**src/rtl/fpu.sv**
```systemverilog
// Single-precision add/sub/mul unit with a registered result and one-cycle latency.
// Define FPU_SUBNORMAL_EN for gradual underflow; otherwise subnormals are flushed to signed zero.

package pa_fpu;
   typedef enum logic [1:0] {
      op_add = 2'd0,
      op_sub = 2'd1,
      op_mul = 2'd2,
      op_div = 2'd3
   } e_fpu_op;
endpackage

module fpu (
   input  logic            clk,
   input  logic            rst_n,
   input  logic [31:0]     a_operand,
   input  logic [31:0]     b_operand,
   input  pa_fpu::e_fpu_op operation,
   output logic [31:0]     ieee_packet_out
);

`ifdef FPU_SUBNORMAL_EN
   localparam bit SUBNORMAL_EN = 1'b1;
`else
   localparam bit SUBNORMAL_EN = 1'b0;
`endif

   localparam logic [31:0] QNAN = 32'h7FC0_0000;

   // Right shift that ORs every bit shifted out into bit 0 (sticky).
   function automatic logic [26:0] shift_sticky(input logic [26:0] m, input logic [9:0] sh);
      logic [26:0] res;
      logic        lost;
      if (sh >= 10'd27) begin
         res  = '0;
         lost = |m;
      end else begin
         res  = m >> sh;
         lost = |(m & ~(27'h7FF_FFFF << sh));
      end
      res[0] = res[0] | lost;
      return res;
   endfunction

   function automatic logic [5:0] lzc48(input logic [47:0] v);
      logic [5:0] n;
      n = 6'd48;
      for (int i = 0; i < 48; i++) begin
         if (v[i]) n = 6'(47 - i);
      end
      return n;
   endfunction

   // mant has its leading one at bit 26 and guard/round/sticky in bits 2:0.
   // exp_in below 1 means the value must be denormalised before rounding.
   function automatic logic [31:0] round_pack(input logic sign,
                                              input logic signed [9:0] exp_in,
                                              input logic [26:0] mant);
      logic [26:0]       m;
      logic signed [9:0] e;
      logic              sub;
      logic              inc;
      logic [24:0]       rnd;
      logic [31:0]       res;
      m   = mant;
      e   = exp_in;
      sub = 1'b0;
      if (e < 10'sd1) begin
         m   = shift_sticky(mant, $unsigned(10'sd1 - e));
         sub = 1'b1;
      end
      inc = m[2] & (m[1] | m[0] | m[3]);
      rnd = {1'b0, m[26:3]} + {24'd0, inc};
      if (sub) begin
         // A carry into bit 23 lands exactly on the smallest normal encoding.
         res = {sign, 7'd0, rnd[23:0]};
         if (!SUBNORMAL_EN && !rnd[23]) res = {sign, 31'd0};
      end else begin
         if (rnd[24]) begin
            rnd = rnd >> 1;
            e   = e + 10'sd1;
         end
         if (e >= 10'sd255) res = {sign, 8'hFF, 23'd0};
         else               res = {sign, e[7:0], rnd[22:0]};
      end
      return res;
   endfunction

   logic              a_sign, b_sign, b_sign_eff;
   logic [7:0]        a_exp, b_exp;
   logic [23:0]       a_mant, b_mant;
   logic signed [9:0] a_e, b_e;
   logic              a_nan, b_nan, a_inf, b_inf, a_zero, b_zero;

   assign a_sign     = a_operand[31];
   assign b_sign     = b_operand[31];
   assign a_exp      = a_operand[30:23];
   assign b_exp      = b_operand[30:23];
   assign b_sign_eff = b_sign ^ (operation == pa_fpu::op_sub);

   assign a_nan  = (a_exp == 8'hFF) && (a_operand[22:0] != 23'd0);
   assign b_nan  = (b_exp == 8'hFF) && (b_operand[22:0] != 23'd0);
   assign a_inf  = (a_exp == 8'hFF) && (a_operand[22:0] == 23'd0);
   assign b_inf  = (b_exp == 8'hFF) && (b_operand[22:0] == 23'd0);

   // Subnormals use exponent 1 with a zero implicit bit, or vanish when flushing.
   assign a_mant = (a_exp == 8'd0) ? (SUBNORMAL_EN ? {1'b0, a_operand[22:0]} : 24'd0)
                                   : {1'b1, a_operand[22:0]};
   assign b_mant = (b_exp == 8'd0) ? (SUBNORMAL_EN ? {1'b0, b_operand[22:0]} : 24'd0)
                                   : {1'b1, b_operand[22:0]};
   assign a_e    = (a_exp == 8'd0) ? 10'sd1 : $signed({2'b00, a_exp});
   assign b_e    = (b_exp == 8'd0) ? 10'sd1 : $signed({2'b00, b_exp});
   assign a_zero = (a_mant == 24'd0);
   assign b_zero = (b_mant == 24'd0);

   logic              add_swap;
   logic [23:0]       big_m, small_m;
   logic signed [9:0] big_e, small_e, add_e;
   logic              big_s;
   logic [26:0]       small_al, add_mant;
   logic [27:0]       add_raw;
   logic [5:0]        add_lz;
   logic [31:0]       add_res;

   always_comb begin
      add_swap = (b_e > a_e) || ((b_e == a_e) && (b_mant > a_mant));
      big_m    = add_swap ? b_mant : a_mant;
      small_m  = add_swap ? a_mant : b_mant;
      big_e    = add_swap ? b_e : a_e;
      small_e  = add_swap ? a_e : b_e;
      big_s    = add_swap ? b_sign_eff : a_sign;
      small_al = shift_sticky({small_m, 3'd0}, $unsigned(big_e - small_e));
      if (a_sign == b_sign_eff) add_raw = {1'b0, big_m, 3'd0} + {1'b0, small_al};
      else                      add_raw = {1'b0, big_m, 3'd0} - {1'b0, small_al};
      add_lz   = 6'd0;
      add_mant = add_raw[26:0];
      add_e    = big_e;
      if (add_raw[27]) begin
         add_mant = {add_raw[27:2], add_raw[1] | add_raw[0]};
         add_e    = big_e + 10'sd1;
      end else begin
         add_lz   = lzc48({add_raw[26:0], 21'd0});
         add_mant = add_raw[26:0] << add_lz;
         add_e    = big_e - $signed({4'd0, add_lz});
      end
      // Cancellation to zero is +0 unless both addends are negative zeros.
      if (add_raw == 28'd0) add_res = {a_sign & b_sign_eff, 31'd0};
      else                  add_res = round_pack(big_s, add_e, add_mant);
   end

   logic              mul_sign;
   logic [47:0]       prod, prod_norm;
   logic [5:0]        mul_lz;
   logic signed [9:0] mul_e;
   logic [31:0]       mul_res;

   always_comb begin
      mul_sign  = a_sign ^ b_sign;
      prod      = a_mant * b_mant;
      mul_lz    = lzc48(prod);
      prod_norm = prod << mul_lz;
      mul_e     = a_e + b_e - 10'sd126 - $signed({4'd0, mul_lz});
      if (prod == 48'd0) mul_res = {mul_sign, 31'd0};
      else mul_res = round_pack(mul_sign, mul_e,
                                {prod_norm[47:22], prod_norm[21] | (|prod_norm[20:0])});
   end

   logic [31:0] result_d, result_q;

   always_comb begin
      result_d = QNAN;
      case (operation)
         pa_fpu::op_add, pa_fpu::op_sub: begin
            if (a_nan || b_nan)      result_d = QNAN;
            else if (a_inf && b_inf) result_d = (a_sign != b_sign_eff) ? QNAN : {a_sign, 8'hFF, 23'd0};
            else if (a_inf)          result_d = {a_sign, 8'hFF, 23'd0};
            else if (b_inf)          result_d = {b_sign_eff, 8'hFF, 23'd0};
            else                     result_d = add_res;
         end
         pa_fpu::op_mul: begin
            if (a_nan || b_nan)                          result_d = QNAN;
            else if ((a_inf && b_zero) || (b_inf && a_zero)) result_d = QNAN;
            else if (a_inf || b_inf)                     result_d = {mul_sign, 8'hFF, 23'd0};
            else                                         result_d = mul_res;
         end
         default: result_d = QNAN;
      endcase
   end

   always_ff @(posedge clk or negedge rst_n) begin
      if (!rst_n) result_q <= 32'd0;
      else        result_q <= result_d;
   end

   assign ieee_packet_out = result_q;

endmodule

```
**config.mk**
```make
export PLATFORM = sky130hd
export DESIGN_NAME = fpu
export DESIGN_NICKNAME = d
export VERILOG_FILES = /design/src/rtl/fpu.sv
export SDC_FILE = /design/constraint.sdc
export NUM_CORES = 2
export LEC_CHECK = 0
export ABC_AREA = 1
export CORE_ASPECT_RATIO = 0.5
export CORE_MARGIN = 2
export CORE_UTILIZATION = 60
export DETAILED_ROUTE_END_ITERATION = 10
export PLACE_DENSITY = 0.81
export SYNTH_ARGS = -nofsm -noshare
export SYNTH_HDL_FRONTEND = slang
export SYNTH_SLANG_ARGS = --single-unit
```
**constraint.sdc**
```tcl
create_clock -name clk -period 0.8 [get_ports clk]
set_clock_uncertainty 0.1 [all_clocks]
set_input_delay 0.08 -clock clk [delete_from_list [all_inputs] [get_ports clk]]
set_output_delay 0.08 -clock clk [all_outputs]
set_load 0.02 [all_outputs]
```
==> results of run 1 <==
metal layers:
layer  overflow  global-route usage [%]
met5         11                   79.01
met4        451                   96.78
met3        115                   86.30
met2        879                   100.9
met1        102                   87.46
metrics by stage:
stage	setup WS, ns	utilization, %	hold WS, ns	area (um2)
4_1_cts	-13.34	83.35	0.07308	53890
3_5_place_dp	-14.61	80.70	0.3616	52180
3_3_place_gp	-13.86	80.70	0.3613	52180
2_1_floorplan	-12.76	-	-0.3156	39610
Yosys cell counts, types with 6 or more instances:
cell       count
buf_6         11
o21bai_1      17
dfrtp_1       32
o21ai_2        9
a31oi_1       13
and2_1         6
nand4_1       64
buf_1         39
clkbuf_1     186
o2111ai_1     10
a21o_1        10
o31ai_1        7
nand2_1     1551
xnor2_1       31
o22ai_1       48
o211ai_1      37
clkinv_1      18
nor2_2         9
mux2i_1       11
a21oi_1      228
o21a_1        12
ha_1         314
buf_4          7
fa_1         491
nor2_1       884
inv_1       1034
inv_2         36
a211oi_1      13
or2_2         19
xor2_1        90
o21ai_0      321
nor2_4         6
o21ai_1       43
nand3_1      547
buf_2         40
nor3_1        54
nor4_1        18
nand2_2       21
what timing repair did:
item | CTS
pin swaps | 113
setup endpoints to repair | 64
cloned | 6
setup buffers | 91
gates resized for setup | 476
logic make-up after synthesis:
| group | count (synthesis) | synth area share, % |
|---|---|---|
| flops | 32 | 2.054 |
| xor+xnor | 126 | 2.927 |
| buf+inv | 1373 | 13.64 |
| compound gates | 803 | 11.72 |
| simple gates | 3201 | 34.09 |
| fa+ha+maj | 805 | 35.29 |
| mux | 11 | 0.2824 |
==> reports/qor.txt, run 1 <==
outcome: stopped before the end
Failed at: global routing (5_1_grt)
Error: [ERROR GRT-0232] Routing congestion too high. Check the congestion heatmap in the GUI.
GR Util All Layers: 91.92%
Yosys top cell area share: 25.21%
initial core utilization: 60.29%
ranking of synthesized cells by area: fa_1 25%, nand2_1 15%, ha_1 10%, inv_1 10%, nor2_1 8.5%
GRT Residual Overflow: 1558
TritonCTS Buffers: 5
synthesized cell area: 38990 um2
I/O pin count: 100
Yosys reg bits: 32
Crit. endpoint post-GRT repair: ieee_packet_out[1]$_DFF_PN0_/D
die width: 364.5 um
Mapped Nets: 7224
Post-synth top flop: dfrtp_1
syn_area_per_cell: 6.139 um2
largest net degree at the start of global routing: 89
synthesis warning total: 0
EDFF count, synth: 0
CTS max path bufs: 2
synthesized instance count: 6351
HPWL Detailed: 135900 um
# port buffers: 99
Placed Cells: 8597
die height: 184.2 um
H-tree levels: 2
CTS Hold Bufs: 0
Synth area leader: fa_1
CTS sink cnt: 32
row cnt: 66
worst endpoint type: sequential cell input
Async SR Flop Fraction: 100.0%
Distinct cells, synth: 68
Root Buffer: clkbuf_16
RePlAce Congestion: 1.177
register area share after synthesis: 2.054%
==> inputs of run 2 (changes only) <==
--- a/config.mk
+++ b/config.mk
@@ -6,11 +6,10 @@
 export NUM_CORES = 2
 export LEC_CHECK = 0
 export ABC_AREA = 1
-export CORE_ASPECT_RATIO = 0.5
 export CORE_MARGIN = 2
-export CORE_UTILIZATION = 60
+export CORE_UTILIZATION = 40
 export DETAILED_ROUTE_END_ITERATION = 10
-export PLACE_DENSITY = 0.81
+export PLACE_DENSITY_LB_ADDON = 0.15
 export SYNTH_ARGS = -nofsm -noshare
 export SYNTH_HDL_FRONTEND = slang
 export SYNTH_SLANG_ARGS = --single-unit
==> constraint.sdc (replaced) <==
create_clock -name clk -period 1 [get_ports clk]
set_clock_uncertainty 0.1 [all_clocks]
set_input_delay 0.1 -clock clk [delete_from_list [all_inputs] [get_ports clk]]
set_output_delay 0.1 -clock clk [all_outputs]
set_load 0.02 [all_outputs]
==> run 2 against run 1 <==
  * The flow now finishes, with violations (negative setup slack)
  * Synthesized cell count unchanged
  * Synthesized area did not move
==> reports/qor.txt, run 2 <==
crit path DAT: 13.99 ns
DRC Markers: 0
HPWL Detailed: 139000 um (+2.3%)
layout cells sized above 1: 31.09%
RePlAce Congestion: 1.030 (-12%)
CTS Hold Bufs: 0 (unchanged)
EDFF count, synth: 0 (unchanged)
CTS max path bufs: 2 (unchanged)
core area: 96710 um2
DR vias: 47610
area share of fa/ha/maj cells after synthesis: 35.29% (unchanged)
synthesis warning total: 0 (unchanged)
initial antenna violation count: 10
die width: 316.2 um (-13%)
Async SR Flop Fraction: 100.0% (unchanged)
CP Launch Type: input pin
Detail Route Antenna Nets: 0
max-cap viol count: 0
final cell count without fillers: 9225
H-tree levels: 2 (unchanged)
TritonCTS Buffers: 5 (unchanged)
fmax: 71.72 MHz
Slew @ Worst Pin: 0.7841 ns
commonest cells in the synthesized netlist: 1551 x nand2_1, 1034 x inv_1, 884 x nor2_1
worst setup margin: -12.94 ns
synthesized cell area: 38990 um2 (unchanged)
Yosys reg bits: 32 (unchanged)
setup violators final: 52
failing checks: negative setup slack
Final Cycle Share: 1394%
CTS sink cnt: 32 (unchanged)
GRT Residual Overflow: 0
top fanout value on the critical path: 7
initial core utilization: 40.31% (-20 points)
Slew HR: 47.17%
register area: 800.8 um2
CP Data Required Time: 1.05 ns
largest family of logic cells by synthesized area: adder cells
First DRT Iteration DRCs: 3487
overall die area: 99980 um2
simple-gate share of the synthesized area: 34.09% (unchanged)
Crit path buffers/inverters: 18
DRT Pass-1 Iters: 6
routed vias/inst: 5.161
# port buffers: 99 (unchanged)
Hold WC Path Type: in -> async
Synth area leader: fa_1
die height: 316.2 um (+72%)
final hold violations: 0
post-synthesis mux area share: 0.2824% (unchanged)
Post-Route WL: 164500 um
Clk pin slew, worst setup/hold paths: 0.05 ns
slowest stage delay, CP: 0.62 ns
Root Buffer: clkbuf_16
largest net degree at the start of global routing: 89
I/O pin count: 100 (unchanged)
Distinct cells, synth: 68 (unchanged)
Crit Path Category: in -> reg
Yosys top cell area share: 25.21% (unchanged)
max reg flops: 32
placed cell areas: 53570 um2 (+2.7%)
cell area after layout: 57200 um2
post-synthesis compound-gate area fraction: 11.72% (unchanged)
Placed Cells: 9088 (+5.7%)
register area share after synthesis: 2.054% (unchanged)
count leader, synth: nand2_1
slowest stage cell on the critical path: clkdlybuf4s50_1
xor and xnor area share after synthesis: 2.927% (unchanged)
first-pass GRT wire length: 254400 um
syn_area_per_cell: 6.139 um2 (unchanged)
Final Util: 59.14%
RSZ-0062 raised after global routing: true
footprint of the multi-input gates: 35170 um2
WL/cell: 17.83 um
outcome: finished with violations
Crit path max-delay family: adder cells
fin. max-slew vios: 0
Mapped Nets: 7224 (unchanged)
CP endpoint kind: flop
vias in the first global route: 46900
fin crit period: 13.94 ns
Post-synth top flop: dfrtp_1
GR Util All Layers: 32.21%
synthesis-to-layout area growth: 46.71%
CP startpoint: b_operand[4]
CTS tree: done
row cnt: 114 (+73%)
synthesized instance count: 6351 (unchanged)
fill cell count: 9581
ranking of synthesized cells by area: fa_1 25%, nand2_1 15%, ha_1 10%, inv_1 10%, nor2_1 8.5%
# nets final: 8816
commonest non-fill, non-tap cell in the layout: buf_4
commonest cells after routing, fill and taps aside: 1649 x buf_4, 1444 x nand2_1, 945 x inv_1
==> run 2: cell counts after synthesis <==
No cell type changed its count.
==> run 2: final timing paths <==
check | end | slack [ns] | cells past startpoint
max | ieee_packet_out[23] | -12.94 | 95
min | ieee_packet_out[18] | 0.09 | 2
max in group asynchronous | ieee_packet_out[27] | 0.53 | 2
min in group clk | ieee_packet_out[31] | 0.54 | 4
==> run 2: repair_timing <==
action	in CTS	in global routing
gates cloned	2	13
buffers inserted	15	96
setup endpoints to repair	64	60
resized for setup	193	695
pin swaps	13	206
==> run 2: cells by family after synthesis <==
group / count (synthesis)
buffers and inverters: 1373
flip-flops: 32
AND/OR/NAND/NOR: 3201
adder cells (fa/ha/maj): 805
XOR/XNOR: 126
AO/OA/AOI/OAI: 803
multiplexers: 11
==> run 2: final cells by class <==
class / count / area share (%)
timing repair buffer: 1862 / 26.61
clock inverter: 1 / 0.05250
multi-input combinational: 4948 / 61.50
antenna: 5 / 0.02188
inverter: 1090 / 7.320
timing repair inverter: 4 / 0.04156
tap: 1276 / 2.791
sequential: 32 / 1.400
clock buffer: 7 / 0.2669
==> run 2: metal layers <==
metal | track usage (%) | vias up | wire, um
li1 | - | 23030 | -
met4 | 11.97 | 0 | 7746
met1 | 42.42 | 22670 | 70000
met2 | 55.55 | 1556 | 78210
met3 | 2.054 | 356 | 8562
met5 | 0 | - | 0
==> run 2: per-stage QoR <==
stage / worst slack (ns) / hold WS (ns) / setup TNS (ns)
CTS: -13.44 / 0.09439 / -425.87
global placement: -13.76 / 0.3839 / -440.13
floorplan: -12.58 / -0.2956 / -396.62
global route: -13.68 / 0.1123 / -432.19
finish: -12.94 / 0.08995 / -408.65
detailed placement: -13.94 / 0.3837 / -446.20
Power of run 2 is left out: the tool's default activity adds up to more than one toggle a clock period on the data nets, which glitch-free logic cannot reach.
